--- config.mk ---
export PLATFORM = sky130hd
export DESIGN_NAME = ras_stack
export DESIGN_NICKNAME = d
export VERILOG_FILES = /design/src/rtl/ras_stack.sv
export SDC_FILE = /design/constraint.sdc
export NUM_CORES = 1
export LEC_CHECK = 0
export ABC_AREA = 1
export CAP_MARGIN = 0
export CORE_MARGIN = 10
export CORE_UTILIZATION = 35
export DETAILED_ROUTE_END_ITERATION = 12
export PLACE_DENSITY_LB_ADDON = 0.05
export SYNTH_ARGS = -nofsm -noshare
export SYNTH_HDL_FRONTEND = slang
export SYNTH_SLANG_ARGS = --single-unit
--- constraint.sdc ---
create_clock -name clk_i -period 5.55 [get_ports clk_i]
set_input_delay 1.11 -clock clk_i [delete_from_list [all_inputs] [get_ports clk_i]]
set_output_delay 1.11 -clock clk_i [all_outputs]
set_load 0.02 [all_outputs]
--- src/rtl/ras_stack.sv ---
// Return-address stack. A circular buffer keeps the newest DEPTH call targets;
// when the buffer is full, a push overwrites the oldest entry.
module ras_stack #(
  parameter int unsigned DEPTH = 2,
  parameter int unsigned AW    = 64
) (
  input  logic                         clk_i,
  input  logic                         rst_i,
  input  logic                         flush_i,
  input  logic                         push_i,
  input  logic                         pop_i,
  input  logic [AW-1:0]                addr_i,
  output logic [AW-1:0]                top_o,
  output logic                         valid_o,
  output logic [$clog2(DEPTH+1)-1:0]   count_o,
  output logic                         overflow_o,
  output logic                         underflow_o
);

  localparam int unsigned PW = (DEPTH > 1) ? $clog2(DEPTH) : 1;
  localparam int unsigned CW = $clog2(DEPTH+1);
  localparam logic [PW-1:0] LAST = PW'(DEPTH-1);
  localparam logic [CW-1:0] FULL = CW'(DEPTH);

  logic [AW-1:0] entry_q [DEPTH];
  logic [PW-1:0] tos_q, tos_d, tos_inc, tos_dec, waddr;
  logic [CW-1:0] count_q, count_d;
  logic          overflow_q, overflow_d;
  logic          underflow_q, underflow_d;
  logic          we;

  // DEPTH need not be a power of two, so the pointer wraps by compare.
  assign tos_inc = (tos_q == LAST) ? '0 : tos_q + PW'(1);
  assign tos_dec = (tos_q == '0) ? LAST : tos_q - PW'(1);

  always_comb begin
    tos_d       = tos_q;
    count_d     = count_q;
    overflow_d  = 1'b0;
    underflow_d = 1'b0;
    we          = 1'b0;
    waddr       = tos_q;
    if (flush_i) begin
      tos_d   = '0;
      count_d = '0;
    end else if (push_i && pop_i && (count_q != '0)) begin
      // Return immediately followed by a call: replace the top in place.
      we = 1'b1;
    end else if (push_i) begin
      tos_d = tos_inc;
      we    = 1'b1;
      waddr = tos_inc;
      if (count_q == FULL) overflow_d = 1'b1;
      else                 count_d    = count_q + CW'(1);
    end else if (pop_i) begin
      if (count_q != '0) begin
        tos_d   = tos_dec;
        count_d = count_q - CW'(1);
      end else begin
        underflow_d = 1'b1;
      end
    end
  end

  always_ff @(posedge clk_i or posedge rst_i) begin
    if (rst_i) begin
      tos_q       <= '0;
      count_q     <= '0;
      overflow_q  <= 1'b0;
      underflow_q <= 1'b0;
    end else begin
      tos_q       <= tos_d;
      count_q     <= count_d;
      overflow_q  <= overflow_d;
      underflow_q <= underflow_d;
    end
  end

  always_ff @(posedge clk_i or posedge rst_i) begin
    if (rst_i) begin
      for (int unsigned i = 0; i < DEPTH; i++) entry_q[i] <= '0;
    end else if (we) begin
      entry_q[waddr] <= addr_i;
    end
  end

  assign top_o       = entry_q[tos_q];
  assign valid_o     = (count_q != '0);
  assign count_o     = count_q;
  assign overflow_o  = overflow_q;
  assign underflow_o = underflow_q;

endmodule

### After elaboration in Yosys (flattened, before gate mapping)

Cells that the tools add are included.
Widths: inputs -> output; s select.

* bits in registers: 133
* output and inout port bits: 69
* word-level logic and storage cells: 60

* add/subtract/negate cells: 4
* order comparisons: 3
* equality and inequality tests: 3
* muxes and demuxes: 34
* bitwise gates (word level): 2
* reduce and logical (&&, ||, !) cells: 8

Operator list (number)
* $mux 64: 4
* $bwmux 128: 1
* $demux 64 s1: 1
* $mux 1: 22
* $mux 2: 6
* $reduce_bool 3->1: 2
* $ge 2x2->1 const B: 2
* $not 1->2: 2
* $reduce_and 4->1: 1
* $logic_and 1x1->1: 3
* $ne 3x3->1 const B: 1
* $reduce_and 3->1: 1
* $add 2x1->2 const B: 1
* $eq 2x2->1 const B: 1
* $lt 2x1->1 const B: 1
* $ne 2x2->1 const B: 1
* $reduce_bool 2->1: 1
* $sub 2x1->2 const B: 1
* $add 1x1->1 const B: 1
* $sub 1x1->1 const B: 1

### Logic depth before layout (Yosys ltp)

Gate-level depths: netlist of run 1.

* depth after elaboration: 11
* gate-level depth with buffers: 9

### Least setup slack after synthesis of run 1

OpenSTA, ideal clock, no wires.

* path kind: register to output
* start: register tos_q
* end: output top_o[16]
* arrival time: 1265 ps
* setup slack: 3175 ps
* cell stages (with the launch flop): 6
* buffers on the path: 2
* cells stage by stage: dfrtp_1 inv_1 clkbuf_1 buf_1 nand2_1 nand2_1

* cells in the longest elaborated chain, start to end: 4

RTL lines
* start, declared: RTL line 26 `logic [PW-1:0] tos_q, tos_d, tos_inc, tos_dec, waddr;`
* start signal, assigned: RTL line 72 `tos_q <= tos_d;`
* $not 1->2 (implied by the code): RTL line 87 `assign top_o = entry_q[tos_q];`
* $mux 64 (implied by the code) (3 in series): RTL line 87
* end, declared: RTL line 13 `output logic [AW-1:0] top_o,`

No other way between the ends. The select of a mux whose other input is x is not followed.

### Worst setup path in the final report of run 1

* start: register tos_q
* end: output top_o[58]

Same word-level chain as after synthesis.

==> results of run 1 <==
metrics by stage:
stage / std cells / hold WS, ns / util / instance area, µm² / setup slack [ns]
finish: 1151 / 0.4673 / 0.4719 / 8219 / 1.695
global route: 1151 / 0.4806 / 0.4719 / 8219 / 1.476
floorplan: 810 / 0.4417 / - / 6280 / 0.8856
CTS: 1151 / 0.4717 / 0.4719 / 8219 / 1.647
detailed placement: 1122 / 0.4580 / 0.4408 / 7677 / 1.296
global placement: 1122 / 0.4525 / 0.4408 / 7677 / 1.376
sequential cells by signal (all words and copies together) (netlist names):
signal,cells
count_o,2
entry_q,128
overflow_o,1
tos_q,1
underflow_o,1
worst min-delay path: stages (launching register included):
cell and delay [ns]:
dfrtp_1 0.33, nand2_1 0.05, nand2_1 0.05
power breakdown:
part / switching (mW) / leakage (nW) / internal [mW]
registers: 0.196 / 1.66 / 1.34
logic: 1.05 / 2.30 / 0.694
clock network: 0.401 / 0.272 / 0.653
total: 1.64 / 4.23 / 2.69
cell usage after synthesis:
library cell	count
nand2_2	2
nand3_1	70
inv_1	6
clkbuf_1	16
nor2_1	5
o21ai_1	1
nand4_1	64
buf_2	29
nand3_2	2
buf_1	2
dfrtp_1	133
inv_2	1
buf_4	7
nor2_8	1
buf_6	7
nand2_4	1
nand2_1	459
o21ai_0	4
layer usage:
metal	up-vias	GRT usage
met2	188	0.2747
met1	2797	0.2144
met3	16	0.04379
met4	0	0.04723
li1	2807	-
met5	-	0
layout make-up:
| cell class | count | area [µm²] | area share |
|---|---|---|---|
| Clock buffer | 24 | 491.7 | 0.05983 |
| Multi-Input combinational cell | 609 | 2581 | 0.3141 |
| Timing Repair Buffer | 148 | 1454 | 0.1769 |
| Inverter | 7 | 31.28 | 0.003806 |
| Clock inverter | 5 | 50.05 | 0.006089 |
| Sequential cell | 133 | 3329 | 0.4051 |
| Tap cell | 225 | 281.5 | 0.03425 |
kinds of logic (layout without fill, tap and decap cells):
family	Yosys count	in the layout	share of synthesized area
buffers and inverters	68	184	0.05898
AND/OR/NAND/NOR	604	604	0.4071
flip-flops	133	133	0.5300
AO/OA/AOI/OAI	5	5	0.003984
how the worst max path moves through the flow:
stage	startpoint	to	slack (ns)
finish	tos_q	top_o[58]	1.70
global route	push_i	entry_q[65]	1.48
CTS	tos_q	top_o[58]	1.65
detailed placement	push_i	entry_q[82]	1.30
global placement	push_i	entry_q[35]	1.38
floorplan	rst_i	count_o[0]	0.89
==> impl_results.md, run 1 <==
- CP endpoint kind: primary output
- Minimum clock period: 3.855 ns
- Worst slew pin tran: 0.8642 ns
- Die height: 154.0 µm
- Critical path required time: 4.44 ns
- Met2 wire length: about 9500 µm
- Commonest cells after routing, fill and taps aside: nand2_1 (459), clkdlybuf4s50_1 (137), dfrtp_1 (132), nand3_1 (70), nand4_1 (64)
- Die area: 23,700 µm²
- Fmax: 259.4 MHz
- FP Rows: 48
- Clock skew: 0.01171 ns
- Distinct cells, synth: 18
- Gr usage total: 0.1683
- Flops & latches, synth: 133
- Worst skew pair latency: ~0.42 ns
- Wire per inst: 17.27 µm
- Type of the worst setup path: reg -> out
- Core area: 17,420 µm²
- Post_cts resized: 0
- Initial DRC Count: ~380
- Ports: 138
- Final-report max-slew violation count: 0
- Post-Syn Area per Cell: 7.753 µm²
- DRT Pass-1 Iters: 4
- Setup bufs post-CTS: 0
- Die X: 154.0 µm
- Total negative slack: 0 ns
- First-pass GRT wire length: 32,620 µm
- WL met3: 1207 µm
- Sequential element share of the synthesized area: 0.5300
- RSZ-0062 raised after global routing: false
- Tcrit/Tclk final: 0.6945
- CTS Sinks: 133
- Hold Crit Start: entry_q[58]
- Final RePlAce weighted congestion: approximately 0.78
- Syn nets: 879
- Max stage delay on crit path: approximately 0.63 ns
- Setup crit start kind: register
- Max Used Layer: met4
- Maximum vdd ir drop: ~230 µV
- CTS tree: done
- Fin nets: 985
- Worst r2r src: tos_q
- MaxCap Viol Count: 0
- Clock buffer depth: 2
- Worst-path maximum fanout: 39
- Worst r2r dst: entry_q[105]
- Post-DP HPWL: 12,130 µm
- Global route overflow: 0
- Layout area overhead: 30.88%
- Final WL: between 15,000 and 20,000 µm
- WHS Path Cells: 2
- Leading cell type in the layout, fill and taps excluded: nand2_1
- Static Leak: 4.231 nW
- Netlist Area Pre-Place: roughly 6300 µm²
- Num CTS Buffers: 17
- DR vias: about 5,800
- Top Family by Delay on Critical Path: buffers and inverters
- Hold endpoint: entry_q[58]
- Synth top area cells: dfrtp_1 (53%), nand2_1 (27%), nand4_1 (6.4%)
- P per Cell Area: 527.4 nW/µm²
- CP arrival: 2.74 ns
- Largest net degree at the start of global routing: 92
- Root Driver: clkbuf_16
- DRC Markers: 0
- Status: finished, final reports clean
- CP most frequent cell: nand2_1
- Metal1 wirelength: 8969 µm
- PortBufs: around 140
- CTS Hold Bufs: 0
- Reg2Reg Depth: 7
- CP max stage cell: clkdlybuf4s50_1
- R2R Setup Slk: 2.04 ns
- Area leader, netlist: dfrtp_1
- WP buf/inv: 3
- Pwr Total: around 4.3 mW
- Slew headroom: 0.4239
- Worst-path cell chain: inv_2 -> buf_4 -> nand2_1 -> nand2_1 -> clkdlybuf4s50_1
- Worst Hold Class: reg -> reg
- Cell count after synthesis: 810
- N_diodes: 0
- Clk slew on worst S/H paths: around 0.050 ns
- Final setup viols: 0
- Synth top area share: 0.5300
- Initial antenna violation count: 0
- Layout cells sized above 1: 0.05076
- Initial Util: 0.3606
- DR vias/cell: between 5 and 6
- H-tree depth: 4
- Synthesis Warnings: 0
- Endpoints failing hold: 0
- FILL cells: 1,686
- Vias in the first global route: 5,983
- Remaining antenna violation count: 0
- Instance count on the critical path: 5
Note: power is estimated with default switching activity, not from simulation.
==> run 2: changes to the inputs <==
Clock period 5.55 ns to 3.5 ns, I/O delays scaled along.
==> impl_results.md, run 2 (synthesis results as in run 1) <==
- Worst hold slack: 0.4672 ns
- Seq pwr share: 0.354
- Root Driver: clkbuf_16
- Sw Ratio: 0.3716
- P per Cell Area: 834.6 nW/µm²
- Worst-path cell chain: buf_4 -> nand2_1 -> nand2_1 -> clkdlybuf4s50_1
- Worst r2r src: tos_q
- Hold endpoint: entry_q[104]
- FILL cells: 1,705
- N_diodes: 0
- Worst Hold Class: reg -> reg
- Die X: approximately 150 µm
- Final RePlAce weighted congestion: just under 0.8
- Ports: around 140
- Largest register FFs: 128
- WHS Path Cells: 2
- DR vias: 5,721
- Final setup viols: 0
- H-tree depth: 4
- Clock share of power: 0.248
- Clock buffer depth: 2
- Maximum vdd ir drop: roughly 360 µV
- Slew headroom: 0.4593
- Reg2Reg Depth: 6
- CTS Sinks: 133
- Core area: between 15,000 and 20,000 µm²
- Commonest cells after routing, fill and taps aside: nand2_1 (459), clkdlybuf4s50_1 (137), dfrtp_1 (132), nand3_1 (70), nand4_1 (64)
- Hold Crit Start: entry_q[104]
- Initial Util: 0.3606
- Sequential cell area: 3329 µm²
- Layout area overhead: 31.86%
- Final WL: 18,970 µm
- Wire per inst: 16.46 µm
- Largest net degree at the start of global routing: between 100 and 150
- Worst-path maximum fanout: 66
- DR vias/cell: 4.966
- Gr usage total: 0.1595
- CTS Hold Bufs: 0
- First-pass GRT wire length: 30,970 µm
- DRT Pass-1 Iters: 5
- Layout cells sized above 1: 0.05286
- Remaining antenna violation count: 0
- CP most frequent cell: nand2_1
- MaxCap Viol Count: 0
- Endpoints failing hold: 0
- DRC Markers: 0
- Clock skew: 0.009784 ns
- Total negative slack: 0 ns
- FP Rows: 48
- Die height: 154.0 µm
- Worst r2r dst: entry_q[101]
- Initial DRC Count: 478
- Setup crit start kind: register
- Combinational share of power: 0.398
- PortBufs: 137
- Int Pwr: 4.343 mW
- Vias in the first global route: 5,768
- Initial antenna violation count: 0
- Minimum clock period: 3.031 ns
- Type of the worst setup path: reg -> out
- Worst skew pair latency: 0.41 ns
- Worst slew pin tran: 0.8110 ns
- CP arrival: 2.33 ns
- Num CTS Buffers: 17
- RSZ-0062 raised after global routing: false
- CP endpoint kind: primary output
- Reg with most FFs: entry_q
- CTS tree: done
- Post_cts resized: 0
- Leading cell type in the layout, fill and taps excluded: nand2_1
- Status: finished, final reports clean
- Die area: 23,700 µm²
- Tcrit/Tclk final: 0.8660
- CP max stage cell: buf_4
- Final-report max-slew violation count: 0
- R2R Setup Slk: 1.12 ns
- Post-DP HPWL: 11,380 µm
- Setup bufs post-CTS: 0
- Area occupied by multi-input gates: 2581 µm²
- Global route overflow: 0
- Max stage delay on crit path: 0.64 ns
- Critical path required time: 2.80 ns
- Fmax: 329.9 MHz
- Psw: 2.568 mW
- Fin nets: 986
- Static Leak: 4.250 nW
- Clk slew on worst S/H paths: 0.06 ns
[run 2: cell types whose count changed in the layout (fill, tap and decap cells not counted)]
cell        delta
clkbuf_1       -1
clkinvlp_4     +2
clkbuf_8       +3
clkinv_2       -3
buf_12         +2
inv_6          -1
buf_4          -1
[run 2: power by group through the flow]
stage / combinational, mW / sequential, mW / clock, mW
after global routing: 3.06 / 2.52 / 1.83
after detailed placement: 2.80 / 2.46 / 0
final: 2.75 / 2.44 / 1.71
after floorplan: 1.67 / 2.40 / 0
after global placement: 2.76 / 2.44 / 0
after CTS: 2.81 / 2.44 / 1.76
[run 2: metal layers]
layer,vias to the layer above,share of wire,wire [µm],global-route usage
met4,0,0.012,235,0.05263
met1,2741,0.46,8714,0.2078
met3,17,0.060,1133,0.04268
met5,-,0,0,0
li1,2802,-,-,-
met2,161,0.47,8882,0.2504
[run 2: worst max path at each step]
| stage | depth (start not counted) | from | to |
|---|---|---|---|
| after CTS | 4 | tos_q | top_o[40] |
| after detailed placement | 8 | push_i | entry_q[95] |
| after global placement | 9 | push_i | entry_q[52] |
| after floorplan | 1 | rst_i | count_o[0] |
| after global routing | 4 | tos_q | top_o[41] |
| final | 4 | tos_q | top_o[40] |
[run 2: critical path, delay by kind of cell, from the launching register on]
kind	cells	cell delay, ns
DFF	1	0.36
buffers and inverters	2	1.27
and+or+nand+nor	2	0.25
[run 2: layout make-up]
cell class	instances	area share
clock buffers	26	0.06392
clock inverters	3	0.005138
inverters	7	0.003626
multi-input cells	609	0.3117
flip-flops and latches	133	0.4021
well taps	225	0.03400
repair buffers	149	0.1795
[run 2: per-stage QoR]
step                      utilization  setup WS, ns  power, mW  std cells  cell area (µm²)
after CTS                      0.4754        0.4415      7.007       1152             8280
after global routing           0.4754        0.3118      7.406       1152             8280
final                          0.4754        0.4689      6.911       1152             8280
after detailed placement       0.4426        0.7330      5.257       1123             7709
after global placement         0.4426        0.7589      5.202       1123             7709
after floorplan                     -         1.149      4.066        810             6284
==> run 3: changes to the inputs <==
Settings changed: CORE_UTILIZATION 35 to 42.
==> impl_results.md, run 3 (synthesis results as in run 1) <==
- Status: finished, final reports clean
- CP endpoint kind: primary output
- Initial DRC Count: 364
- Tcrit/Tclk final: 0.8591
- Global route overflow: 0
- Final WL: 18,750 µm
- Worst Hold Class: reg -> reg
- MaxCap Viol Count: 0
- Layout cells sized above 1: 0.06009
- Pwr Total: 7.169 mW
- Worst skew pair latency: 0.41 ns
- CP arrival: 2.31 ns
- Initial Util: 0.4304
- Static Leak: 4.297 nW
- Layout area overhead: 32.84%
- Root Driver: clkbuf_16
- CTS Hold Bufs: 0
- Core area: 14,590 µm²
- Gr usage total: 0.1898
- PortBufs: 137
- FILL cells: 1,325
- Hold Crit Start: entry_q[67]
- Die area: 20,240 µm²
- CTS Sinks: between 100 and 150
- Sequential cell area: 3329 µm²
- Maximum vdd ir drop: between 400 and 500 µV
- Largest net degree at the start of global routing: 67
- Clock buffer depth: 2
- Minimum clock period: 3.007 ns
- Vias in the first global route: 6,028
- Slew headroom: 0.4599
- Die height: 142.3 µm
- Final-report max-slew violation count: 0
- Post-DP HPWL: 11,430 µm
- FP Rows: 44
- RSZ-0062 raised after global routing: false
- Total negative slack: 0 ns
- Setup bufs post-CTS: 0
- Crit path from: tos_q
- Initial antenna violation count: 0
- N_diodes: 0
- DRT Pass-1 Iters: 5
- DRC Markers: 0
- Commonest cells after routing, fill and taps aside: nand2_1 (459), clkdlybuf4s50_1 (137), dfrtp_1 (132), nand3_1 (70), nand4_1 (64)
- Num CTS Buffers: 17
- Fmax: 332.6 MHz
- Type of the worst setup path: reg -> out
- Wire per inst: roughly 17 µm
- Endpoints failing hold: 0
- Setup crit start kind: register
- Critical path required time: between 2 and 3 ns
- Remaining antenna violation count: 0
- Worst-path maximum fanout: 66
- Worst r2r src: tos_q
- CTS tree: done
- Final setup viols: 0
- Area occupied by multi-input gates: between 2000 and 3000 µm²
- Leading cell type in the layout, fill and taps excluded: nand2_1
- H-tree depth: 4
- Ports: 138
- Post_cts resized: 0
- First-pass GRT wire length: 31,280 µm
- Clk slew on worst S/H paths: 0.05 ns
- DR vias: slightly below 6,000
- Worst slew pin tran: between 0.8 and 0.9 ns
- Clock skew: about 0.0066 ns
- Final RePlAce weighted congestion: around 0.76
- P per Cell Area: 859.4 nW/µm²
- Reg with most FFs: entry_q
- Fin nets: 988
- Largest register FFs: ~130
- DR vias/cell: 5.271
- Die X: 142.3 µm
[run 3: changes by cell type in the layout (fill, tap and decap cells not counted), sizes merged]
cell,before,now
buf,12,14
clkinv,1,4
clkbuf,26,19
bufinv,1,5
clkinvlp,2,5
[run 3: path summary, 6_finish.rpt]
path                       depth (start not counted)     endpoint  slack (ns)
max                                                4    top_o[40]        0.49
min                                                2  entry_q[67]        0.47
max in group asynchronous                          3        tos_q        2.16
min reg2reg                                        2  entry_q[67]        0.47
min in group asynchronous                          2  entry_q[10]        0.57
max reg2reg                                        6  entry_q[77]        0.87
[run 3: layout make-up]
type / instances / area share
inverters: 7 / 0.003600
multi-input cells: 609 / 0.3094
clock buffers: 19 / 0.05430
flip-flops and latches: 133 / 0.3991
repair buffers: 151 / 0.1815
well taps: 184 / 0.02760
clock inverters: 13 / 0.02445
[run 3: report_power, final]
| part | switching (mW) | internal (mW) |
|---|---|---|
| Combinational | 1.64 | 1.12 |
| Sequential | 0.319 | 2.13 |
| Clock | 0.661 | 1.30 |
| Total | 2.62 | 4.55 |
[run 3: metrics by stage]
stage               area [µm²]  cells  setup slack [ns]    util  hold slack, ns
finish                    8342   1116            0.4930  0.5718          0.4684
global route              8342   1116            0.3417  0.5718          0.4828
global placement          7685   1084            0.6069  0.5268          0.4525
CTS                       8342   1116            0.4573  0.5718          0.4720
floorplan                 6284    810             1.149       -          0.4417
detailed placement        7685   1084            0.5439  0.5268          0.4579
[run 3: layer usage]
layer / wire, µm / GRT usage
met1: 8287 / 0.2477
met2: 8945 / 0.3012
met3: 1237 / 0.04640
met4: 283 / 0.06455
met5: 0 / 0
[run 3: worst max-delay path, stage by stage (launching register included)]
cell             delay (ns)
dfrtp_2                0.36
buf_4                  0.64
nand2_1                0.13
nand2_1                0.13
clkdlybuf4s50_1        0.61
